<file path="src/rtl/demux16_buf_pkg.sv">
// demux16_buf_pkg
// Shared constants for the 16-channel buffered demultiplexer.
//   NUM_CH : number of output channels
//   SEL_W  : width of the channel select
package demux16_buf_pkg;
    localparam int NUM_CH = 16;
    localparam int SEL_W  = 4;
endpackage

</file>
<file path="src/rtl/demux16_buf_slot.sv">
// demux_slot
// One-deep output buffer for a single channel: a data register plus a
// valid flag.
// Ports:
//   clk       : clock, rising edge
//   rst       : synchronous active-high reset
//   load      : write load_data this edge (already qualified by the top)
//   load_data : N-bit word to store
//   drain     : consumer takes the word this edge (ignored when empty)
//   data      : stored word
//   valid     : data holds an undelivered word
module demux_slot #(
    parameter int N = 32
) (
    input  logic         clk,
    input  logic         rst,
    input  logic         load,
    input  logic [N-1:0] load_data,
    input  logic         drain,
    output logic [N-1:0] data,
    output logic         valid
);

    // A load wins over a drain: the old word leaves and the new word takes
    // its place in the same edge, so the flag stays set.  A drain alone
    // clears only the flag; the data register keeps its last value.
    always_ff @(posedge clk) begin
        if (rst) begin
            data  <= '0;
            valid <= 1'b0;
        end else if (load) begin
            data  <= load_data;
            valid <= 1'b1;
        end else if (drain) begin
            valid <= 1'b0;
        end
    end

endmodule

</file>
<file path="src/rtl/demux16_buf.sv">
// demux16_buf
// Demultiplexes a valid/ready write stream into 16 one-deep channel
// buffers, each drained independently by its own consumer.
// Ports:
//   clk       : clock, rising edge
//   rst       : synchronous active-high reset
//   in        : N-bit write data
//   s         : destination channel 0..15
//   in_valid  : write request valid
//   in_ready  : selected channel can accept this cycle (independent of in_valid)
//   out_0..15 : registered channel data
//   out_valid : bit k set when out_k holds an undelivered word
//   out_ready : bit k set when consumer k takes its word this cycle
//   count     : number of set out_valid bits, 0..16
module demux16_buf
    import demux16_buf_pkg::*;
#(
    parameter int N = 32
) (
    input  logic              clk,
    input  logic              rst,
    input  logic [N-1:0]      in,
    input  logic [SEL_W-1:0]  s,
    input  logic              in_valid,
    output logic              in_ready,
    output logic [N-1:0]      out_0,
    output logic [N-1:0]      out_1,
    output logic [N-1:0]      out_2,
    output logic [N-1:0]      out_3,
    output logic [N-1:0]      out_4,
    output logic [N-1:0]      out_5,
    output logic [N-1:0]      out_6,
    output logic [N-1:0]      out_7,
    output logic [N-1:0]      out_8,
    output logic [N-1:0]      out_9,
    output logic [N-1:0]      out_10,
    output logic [N-1:0]      out_11,
    output logic [N-1:0]      out_12,
    output logic [N-1:0]      out_13,
    output logic [N-1:0]      out_14,
    output logic [N-1:0]      out_15,
    output logic [NUM_CH-1:0] out_valid,
    input  logic [NUM_CH-1:0] out_ready,
    output logic [4:0]        count
);

    logic              load_en;
    logic [NUM_CH-1:0] load_vec;
    logic [NUM_CH-1:0] valid_vec;
    logic [N-1:0]      slot_data [NUM_CH];
    logic [4:0]        drain_cnt;
    logic              fill_empty;
    logic [4:0]        count_next;

    // A full channel accepts only when its consumer empties it this cycle.
    assign in_ready = ~valid_vec[s] | out_ready[s];
    assign load_en  = in_valid & in_ready;

    always_comb begin
        load_vec = '0;
        for (int k = 0; k < NUM_CH; k++) begin
            load_vec[k] = load_en && (s == SEL_W'(k));
        end
    end

    genvar g;
    generate
        for (g = 0; g < NUM_CH; g++) begin : g_slot
            demux_slot #(.N(N)) u_slot (
                .clk       (clk),
                .rst       (rst),
                .load      (load_vec[g]),
                .load_data (in),
                .drain     (out_ready[g]),
                .data      (slot_data[g]),
                .valid     (valid_vec[g])
            );
        end
    endgenerate

    // Count tracks the flags exactly: a drain that coincides with a load on
    // the same channel is a replacement and does not change occupancy.
    always_comb begin
        drain_cnt = '0;
        for (int k = 0; k < NUM_CH; k++) begin
            if (valid_vec[k] && out_ready[k] && !load_vec[k]) begin
                drain_cnt = drain_cnt + 5'd1;
            end
        end
        fill_empty = load_en & ~valid_vec[s];
        count_next = count + {4'b0000, fill_empty} - drain_cnt;
    end

    always_ff @(posedge clk) begin
        if (rst) begin
            count <= '0;
        end else begin
            count <= count_next;
        end
    end

    assign out_valid = valid_vec;
    assign out_0  = slot_data[0];
    assign out_1  = slot_data[1];
    assign out_2  = slot_data[2];
    assign out_3  = slot_data[3];
    assign out_4  = slot_data[4];
    assign out_5  = slot_data[5];
    assign out_6  = slot_data[6];
    assign out_7  = slot_data[7];
    assign out_8  = slot_data[8];
    assign out_9  = slot_data[9];
    assign out_10 = slot_data[10];
    assign out_11 = slot_data[11];
    assign out_12 = slot_data[12];
    assign out_13 = slot_data[13];
    assign out_14 = slot_data[14];
    assign out_15 = slot_data[15];

endmodule

</file>
<file path="config.mk">
export PLATFORM = sky130hd
export DESIGN_NAME = demux16_buf
export DESIGN_NICKNAME = d
export VERILOG_FILES = /design/src/rtl/demux16_buf_pkg.sv /design/src/rtl/demux16_buf_slot.sv /design/src/rtl/demux16_buf.sv
export SDC_FILE = /design/constraint.sdc
export NUM_CORES = 1
export LEC_CHECK = 0
export ABC_AREA = 0
export BUFFER_PORTS_ARGS = -buffer_cell sky130_fd_sc_hd__buf_2
export CAP_MARGIN = 30
export CORE_AREA = 2 2 228 230
export CTS_BUF_LIST = sky130_fd_sc_hd__clkbuf_16
export DETAILED_ROUTE_END_ITERATION = 10
export DIE_AREA = 0 0 230 232
export HOLD_SLACK_MARGIN = 0.05
export PLACE_DENSITY = 0.75
export SKIP_LAST_GASP = 1
export SLEW_MARGIN = 10
export SYNTH_ARGS = -nofsm -noshare
export SYNTH_HDL_FRONTEND = slang
export SYNTH_SLANG_ARGS = --single-unit
</file>
<file path="constraint.sdc">
create_clock -name clk -period 16.8 [get_ports clk]
set_clock_uncertainty 0.2 [all_clocks]
set_input_delay 1.68 -clock clk [delete_from_list [all_inputs] [get_ports clk]]
set_output_delay 1.68 -clock clk [all_outputs]
set_load 0.1 [all_outputs]
</file>
# ---- After elaboration in Yosys (flattened, before gate mapping)
# Index checks and enable logic that the tools add are counted.
dict set report op_classes {
  addsub 17
  magnitude_cmp 1
  eq_ne 15
  n_mux 52
  bitwise 4
  n_reduce_logical 81
}
# op count
set op_table {}
lappend op_table {{$add A5 B1 Y5 const B} 15}
lappend op_table {{$mux W5} 15}
lappend op_table {{$logic_and A1 B1 Y1} 48}
lappend op_table {{$mux W1} 35}
lappend op_table {{$eq A4 B4 Y1 const B} 8}
lappend op_table {{$reduce_bool A2 Y1} 16}
lappend op_table {{$eq A4 B3 Y1 const B} 4}
lappend op_table {{$logic_not A1 Y1} 16}
lappend op_table {{$bmux W1 S4} 2}
lappend op_table {{$eq A4 B2 Y1 const B} 2}
lappend op_table {{$add A5 B1 Y5} 1}
lappend op_table {{$lt A4 B5 Y1 const B} 1}
lappend op_table {{$sub A5 B5 Y5} 1}
lappend op_table {{$eq A4 B1 Y1 const B} 1}
lappend op_table {{$logic_not A4 Y1} 1}
lappend op_table {{$and A1 B1 Y1} 2}
lappend op_table {{$not A1 Y1} 1}
lappend op_table {{$or A1 B1 Y1} 1}
dict set report word_totals {
  regBits 533
  in_bits 55
  out_inout_bits 534
  word_cells 203
}

# ---- Logic depth before layout (Yosys ltp)
dict set report logic_depth {
  ltp_word 40
  mapped_depth 66
  ltp_nobuf 60
}

# ---- Hierarchy
# Synthesis repeated with hierarchy kept, for this count alone.
dict set report unflattened {
  hier_cells 2168
  area_unflattened_um2 22616.7
}
# mod instances cells_per_inst area_each_um2 seq_area_each_um2
set by_module_without_submodules {}
lappend by_module_without_submodules {demux_slot 16 108 1204.9 660.6}
lappend by_module_without_submodules {demux16_buf 1 440 3338.2 100.1}

# ---- Least setup slack after synthesis
# Ideal clock, no wire load.
dict set report synth_timing {
  path_kind {input to register}
  startpoint {in s[0]}
  endpoint {reg count[4]}
  setup_time_ns 0.123
  arrival_ns 13.385
  required_ns 16.477
  setup_slack_ns 3.091
  stages 64
  n_path_buf 6
  cell_sequence {buf_6 > buf_8 > mux4_2 > nand2_1 > and4_1 > buf_6 > nand2_4 > and2_1 > clkbuf_1 > nand3_1 > clkbuf_1 > clkbuf_1 > nand3_1 > inv_1 > ha_1 > nand3_1 > nor2_1 > a221oi_4 > [28 not listed] > o21ai_0 > ha_1 > xor2_1 > nor2_1 > a211oi_1 > a31o_2 > ha_1 > mux2i_1 > ha_1 > fa_1 > a21o_1 > a21oi_1 > xnor2_1 > xnor2_1 > xnor2_1 > xnor2_1 > xnor2_1 > mux2_1}
}
dict set report synth_between {
  elab_chain_cells 40
  word_cells_on_any_way 105
  cone_classes {add/sub (17); eq/ne (15); mux (20); bitwise (4); reduce/logical (49)}
}
# item line
set synth_rtl {}
lappend synth_rtl {{start: declaration} demux16_buf.sv:23} ;# input logic [SEL_W-1:0] s,
lappend synth_rtl {{$bmux W1 S4} demux16_buf.sv:56} ;# assign in_ready = ~valid_vec[s] | out_ready[s];
lappend synth_rtl {{$mux W1 (implied by the code)} demux16_buf.sv:56}
lappend synth_rtl {{$not A1 Y1} demux16_buf.sv:56}
lappend synth_rtl {{$or A1 B1 Y1 *} demux16_buf.sv:56}
lappend synth_rtl {{via in_ready} demux16_buf.sv:25} ;# output logic in_ready,
lappend synth_rtl {{$and A1 B1 Y1 *} demux16_buf.sv:57} ;# assign load_en = in_valid & in_ready;
lappend synth_rtl {{$logic_and A1 B1 Y1} demux16_buf.sv:62} ;# load_vec[k] = load_en && (s == SEL_W'(k));
lappend synth_rtl {{$logic_not A1 Y1} demux16_buf.sv:86} ;# if (valid_vec[k] && out_ready[k] && !load_vec[k]) begin
lappend synth_rtl {{[25 not listed]} --}
lappend synth_rtl {{$mux W5} demux16_buf.sv:86}
lappend synth_rtl {{$add A5 B1 Y5} demux16_buf.sv:87} ;# drain_cnt = drain_cnt + 5'd1;
lappend synth_rtl {{$mux W5} demux16_buf.sv:86}
lappend synth_rtl {{$add A5 B1 Y5} demux16_buf.sv:87}
lappend synth_rtl {{$mux W5} demux16_buf.sv:86}
lappend synth_rtl {{$add A5 B1 Y5} demux16_buf.sv:87}
lappend synth_rtl {{$mux W5} demux16_buf.sv:86}
lappend synth_rtl {{$sub A5 B5 Y5 *} demux16_buf.sv:91} ;# count_next = count + {4'b0000, fill_empty} - drain_cnt;
lappend synth_rtl {{end signal: assignment} demux16_buf.sv:98} ;# count <= count_next;
lappend synth_rtl {{end: declaration} demux16_buf.sv:44} ;# output logic [4:0] count
# The timed path passes the listed nets; every way through them passes the cells marked *. The select of a mux whose other input is x is not followed.
# A chain may end at the register's enable or synchronous reset.

# ---- Worst setup path after layout
dict set report layout_timing {
  startpoint {in s[0]}
  endpoint {reg count[4]}
}
dict set report layout_between {
  elab_chain_cells 40
  word_cells_on_any_way 105
  cone_classes {add/sub (17); eq/ne (15); mux (20); bitwise (4); reduce/logical (49)}
}
# item line
set layout_rtl {}
lappend layout_rtl {{$bmux W1 S4} {demux16_buf.sv:56, demux16_buf.sv:90}}
lappend layout_rtl {{$mux W1 (implied by the code)} {demux16_buf.sv:56, demux16_buf.sv:90}}
lappend layout_rtl {{$not A1 Y1} {demux16_buf.sv:56, demux16_buf.sv:90}}
lappend layout_rtl {{$or A1 B1 Y1} demux16_buf.sv:56}
lappend layout_rtl {{$and A1 B1 Y1} demux16_buf.sv:57}
lappend layout_rtl {{$logic_and A1 B1 Y1} demux16_buf.sv:62}
lappend layout_rtl {{$logic_not A1 Y1} demux16_buf.sv:86}
lappend layout_rtl {{$logic_and A1 B1 Y1} demux16_buf.sv:86}
lappend layout_rtl {{[24 not listed]} --}
lappend layout_rtl {{$mux W5} demux16_buf.sv:86}
lappend layout_rtl {{$add A5 B1 Y5} demux16_buf.sv:87}
lappend layout_rtl {{$mux W5} demux16_buf.sv:86}
lappend layout_rtl {{$add A5 B1 Y5} demux16_buf.sv:87}
lappend layout_rtl {{$mux W5} demux16_buf.sv:86}
lappend layout_rtl {{$add A5 B1 Y5} demux16_buf.sv:87}
lappend layout_rtl {{$mux W5} demux16_buf.sv:86}
lappend layout_rtl {{$sub A5 B5 Y5 *} demux16_buf.sv:91}
# Mark *: on every way between the ends. The rest lies on a longest branch, timed or not. The select of a mux whose other input is x is not followed.

==> impl_metrics.py <==
metrics = {
    "status": {
        "outcome": "finished, final reports clean",
    },
    "worst_setup_path": {
        "crit_top_cell": "ha_1",
        "critical_path_class": "in -> reg",
        "cp-start-kind": "input port",
        "crit_slowest_cell": "and4_1",
        "worstPathArrival_ps": 14760,
        "critPathRequiredTime_ps": 17070,
        "critPathMaxFanout": 34,
        "slowest_delay_ps": 710,
        "cp-end-kind": "flop",
    },
    "clocking": {
        "cts-resized-gates": 0,
        "numCtsBuffers": 53,
        "ctsHoldBuffers": 0,
        "cts.sinks": 533,
        "cts_buffer_depth": 3,
        "cts_root_buffer": "clkbuf_16",
        "post_cts_buffers": 0,
        "htreeDepth": 2,
        "clkTransAtPathRegs_ps": 60,
        "cts_tree": "done",
        "clk_latency_ps": 590,
    },
    "global_route": {
        "track_usage": 0.2808,
        "grt_pass1_wl_um": 114600,
        "grt_max_degree": 225,
        "antenna_found_initial": 1,
        "grt_pass1_vias": 18339,
        "grt_remaining_overflow": 0,
    },
    "floorplanning": {
        "die_width_um": 230,
        "die_h_um": 232,
        "coreArea_sq_mm": 0.05089,
        "initial_core_util": 0.4139,
        "die-area_sq_mm": 0.05336,
        "rows": 83,
        "ios": 589,
    },
    "detailed_routing": {
        "routed_via_density": 5.369,
        "ant_nets": 0,
        "wl_um": 78700,
        "drc": 0,
        "dr.pass1.iters": 6,
        "drtIter0Drc": 1721,
        "vias": 20424,
        "drt-wirelength-per-cell_um": 20.69,
    },
    "timing": {
        "setup_tns_ps": 0,
        "finalWorstSetupSlack_ps": 2318,
        "hold_viol_final": 0,
        "tightest_slew_ps": 1222,
        "rsz0062_at_grt": "false",
        "fmax_ghz": 0.06905,
        "maxSlewHeadroom": 0.1853,
        "min_period_ps": 14480,
        "fin_crit_sh": 0.8620,
        "setup_viol": 0,
        "drv_slew": 0,
    },
    "synthesis": {
        "ys_warn_count": 0,
        "synth_top_area_frac": 0.5066,
        "seq_area_frac_synth": 0.5066,
        "syn_area_sq_mm": 0.02106,
        "synth_cell_types": 72,
        "syn_inst": 2634,
        "synthTopCellsByCount": "935 x nand2_1, 533 x dfxtp_1, 483 x a21oi_1, 192 x clkbuf_1, 97 x nor2_1",
        "ys_ff_latch": 533,
        "synth.avg_cell_area_sq_um": 7.997,
        "yosys-top-cells-area": "dfxtp_1 51%, nand2_1 17%, a21oi_1 11%",
        "yosys_most_used_dff": "dfxtp_1",
        "yosysMostFrequentCell": "nand2_1",
        "synth_edf_count": 0,
        "synth_top_area_cell": "dfxtp_1",
        "synth_nets": 2714,
        "async_reset_ff_frac": 0,
    },
    "power": {
        "total_power_uw": 2839,
        "power.leakage_uw": 0.01144,
        "vdd_drop_max_mv": 0.07939,
        "power_density_mw_per_mm2": 108.5,
    },
    "place": {
        "port-buffer-count": 588,
        "gp_congestion": 0.9092,
        "post-dp-hpwl_um": 52980,
        "pre_cts_slack_ps": 1800,
    },
    "min_path": {
        "worstHoldPathType": "reg -> reg",
    },
    "cells_and_area": {
        "layout-drive-gt1-share": 0.2385,
        "nNetsFinal": 3167,
        "insertedDiodeCount": 0,
        "syn_to_final_growth_pct": 24.22,
    },
    "run": {
        "cap_violations": 0,
    },
}
-- area by class of cell --
cell class                 count  area (sq um)
timing repair buffer         620          3298
clock buffer                  54          1351
multi-input combinational   1864          9573
tap                          680         850.8
sequential                   533         10670
clock inverter                38         365.4
fill                        4868         24720
inverter                      15         56.30
-- metrics by stage --
step / cells / util / cell area [sq um] / hold WS (ps)
2_1_floorplan: 2634 / - / 21060 / 267.0
3_3_place_gp: 3707 / 0.4779 / 24320 / 238.0
3_5_place_dp: 3711 / 0.4799 / 24420 / 243.0
4_1_cts: 3803 / 0.5136 / 26140 / 251.5
5_1_grt: 3804 / 0.5142 / 26170 / 263.5
6_report: 3804 / 0.5142 / 26170 / 249.5
-- path summary, 6_finish.rpt --
| check | cells after the start | slack, ps | start | to |
|---|---|---|---|---|
| max | 60 | 2320 | s[0] | count[4]$_SDFF_PP0_ |
| min | 2 | 250 | g_slot[5].u_slot.data[29]$_SDFFE_PP0P_ | g_slot[5].u_slot.data[29]$_SDFFE_PP0P_ |
| max reg2reg | 58 | 3840 | g_slot[12].u_slot.valid$_SDFFE_PP0P_ | count[4]$_SDFF_PP0_ |
| min reg2reg | 2 | 250 | g_slot[5].u_slot.data[29]$_SDFFE_PP0P_ | g_slot[5].u_slot.data[29]$_SDFFE_PP0P_ |
-- report_power, final --
group / internal [uW] / total, uW / switching (uW)
sequential: 1280 / 1300 / 11.0
clock: 675 / 1180 / 505
combinational: 74.5 / 363 / 288
-- state kept, by name, summed over array words and instances, names as in the netlist --
| name | cells |
|---|---|
| count | 5 |
| g_slot.u_slot.data | 512 |
| g_slot.u_slot.valid | 16 |
-- cells in the final DEF, fill, tap and decap left out, drive strengths merged, types with 24 or more instances in the layout --
cell type | synthesis | final
buf | 30 | 620
nand2 | 937 | 937
a21oi | 485 | 485
ha | 24 | 24
dfxtp | 533 | 533
clkbuf | 192 | 54
xnor2 | 33 | 33
nor2 | 97 | 97
nand3 | 33 | 33
mux2i | 68 | 68
-- cells by family after synthesis --
family | share of synthesized area
adder cells (fa/ha/maj) | 0.01568
flip-flops | 0.5066
XOR/XNOR | 0.02649
buffers and inverters | 0.04752
AND/OR/NAND/NOR | 0.2189
AO/OA/AOI/OAI | 0.1413
multiplexers | 0.04354
-- layer usage --
layer	part of all wire	GRT usage
met5	0	0
met4	0.049	0.1230
met3	0.098	0.06790
met2	0.46	0.4556
met1	0.39	0.3554
-- worst max-delay path: cells and delay by family --
| kind | cells | cell delay [ps] |
|---|---|---|
| compound gates | 15 | 2700 |
| mux | 6 | 1870 |
| buf+inv | 6 | 1240 |
| xor+xnor | 10 | 1510 |
| simple gates | 13 | 2480 |
| fa+ha+maj | 10 | 3230 |
Note: power is estimated with default switching activity, not from simulation.
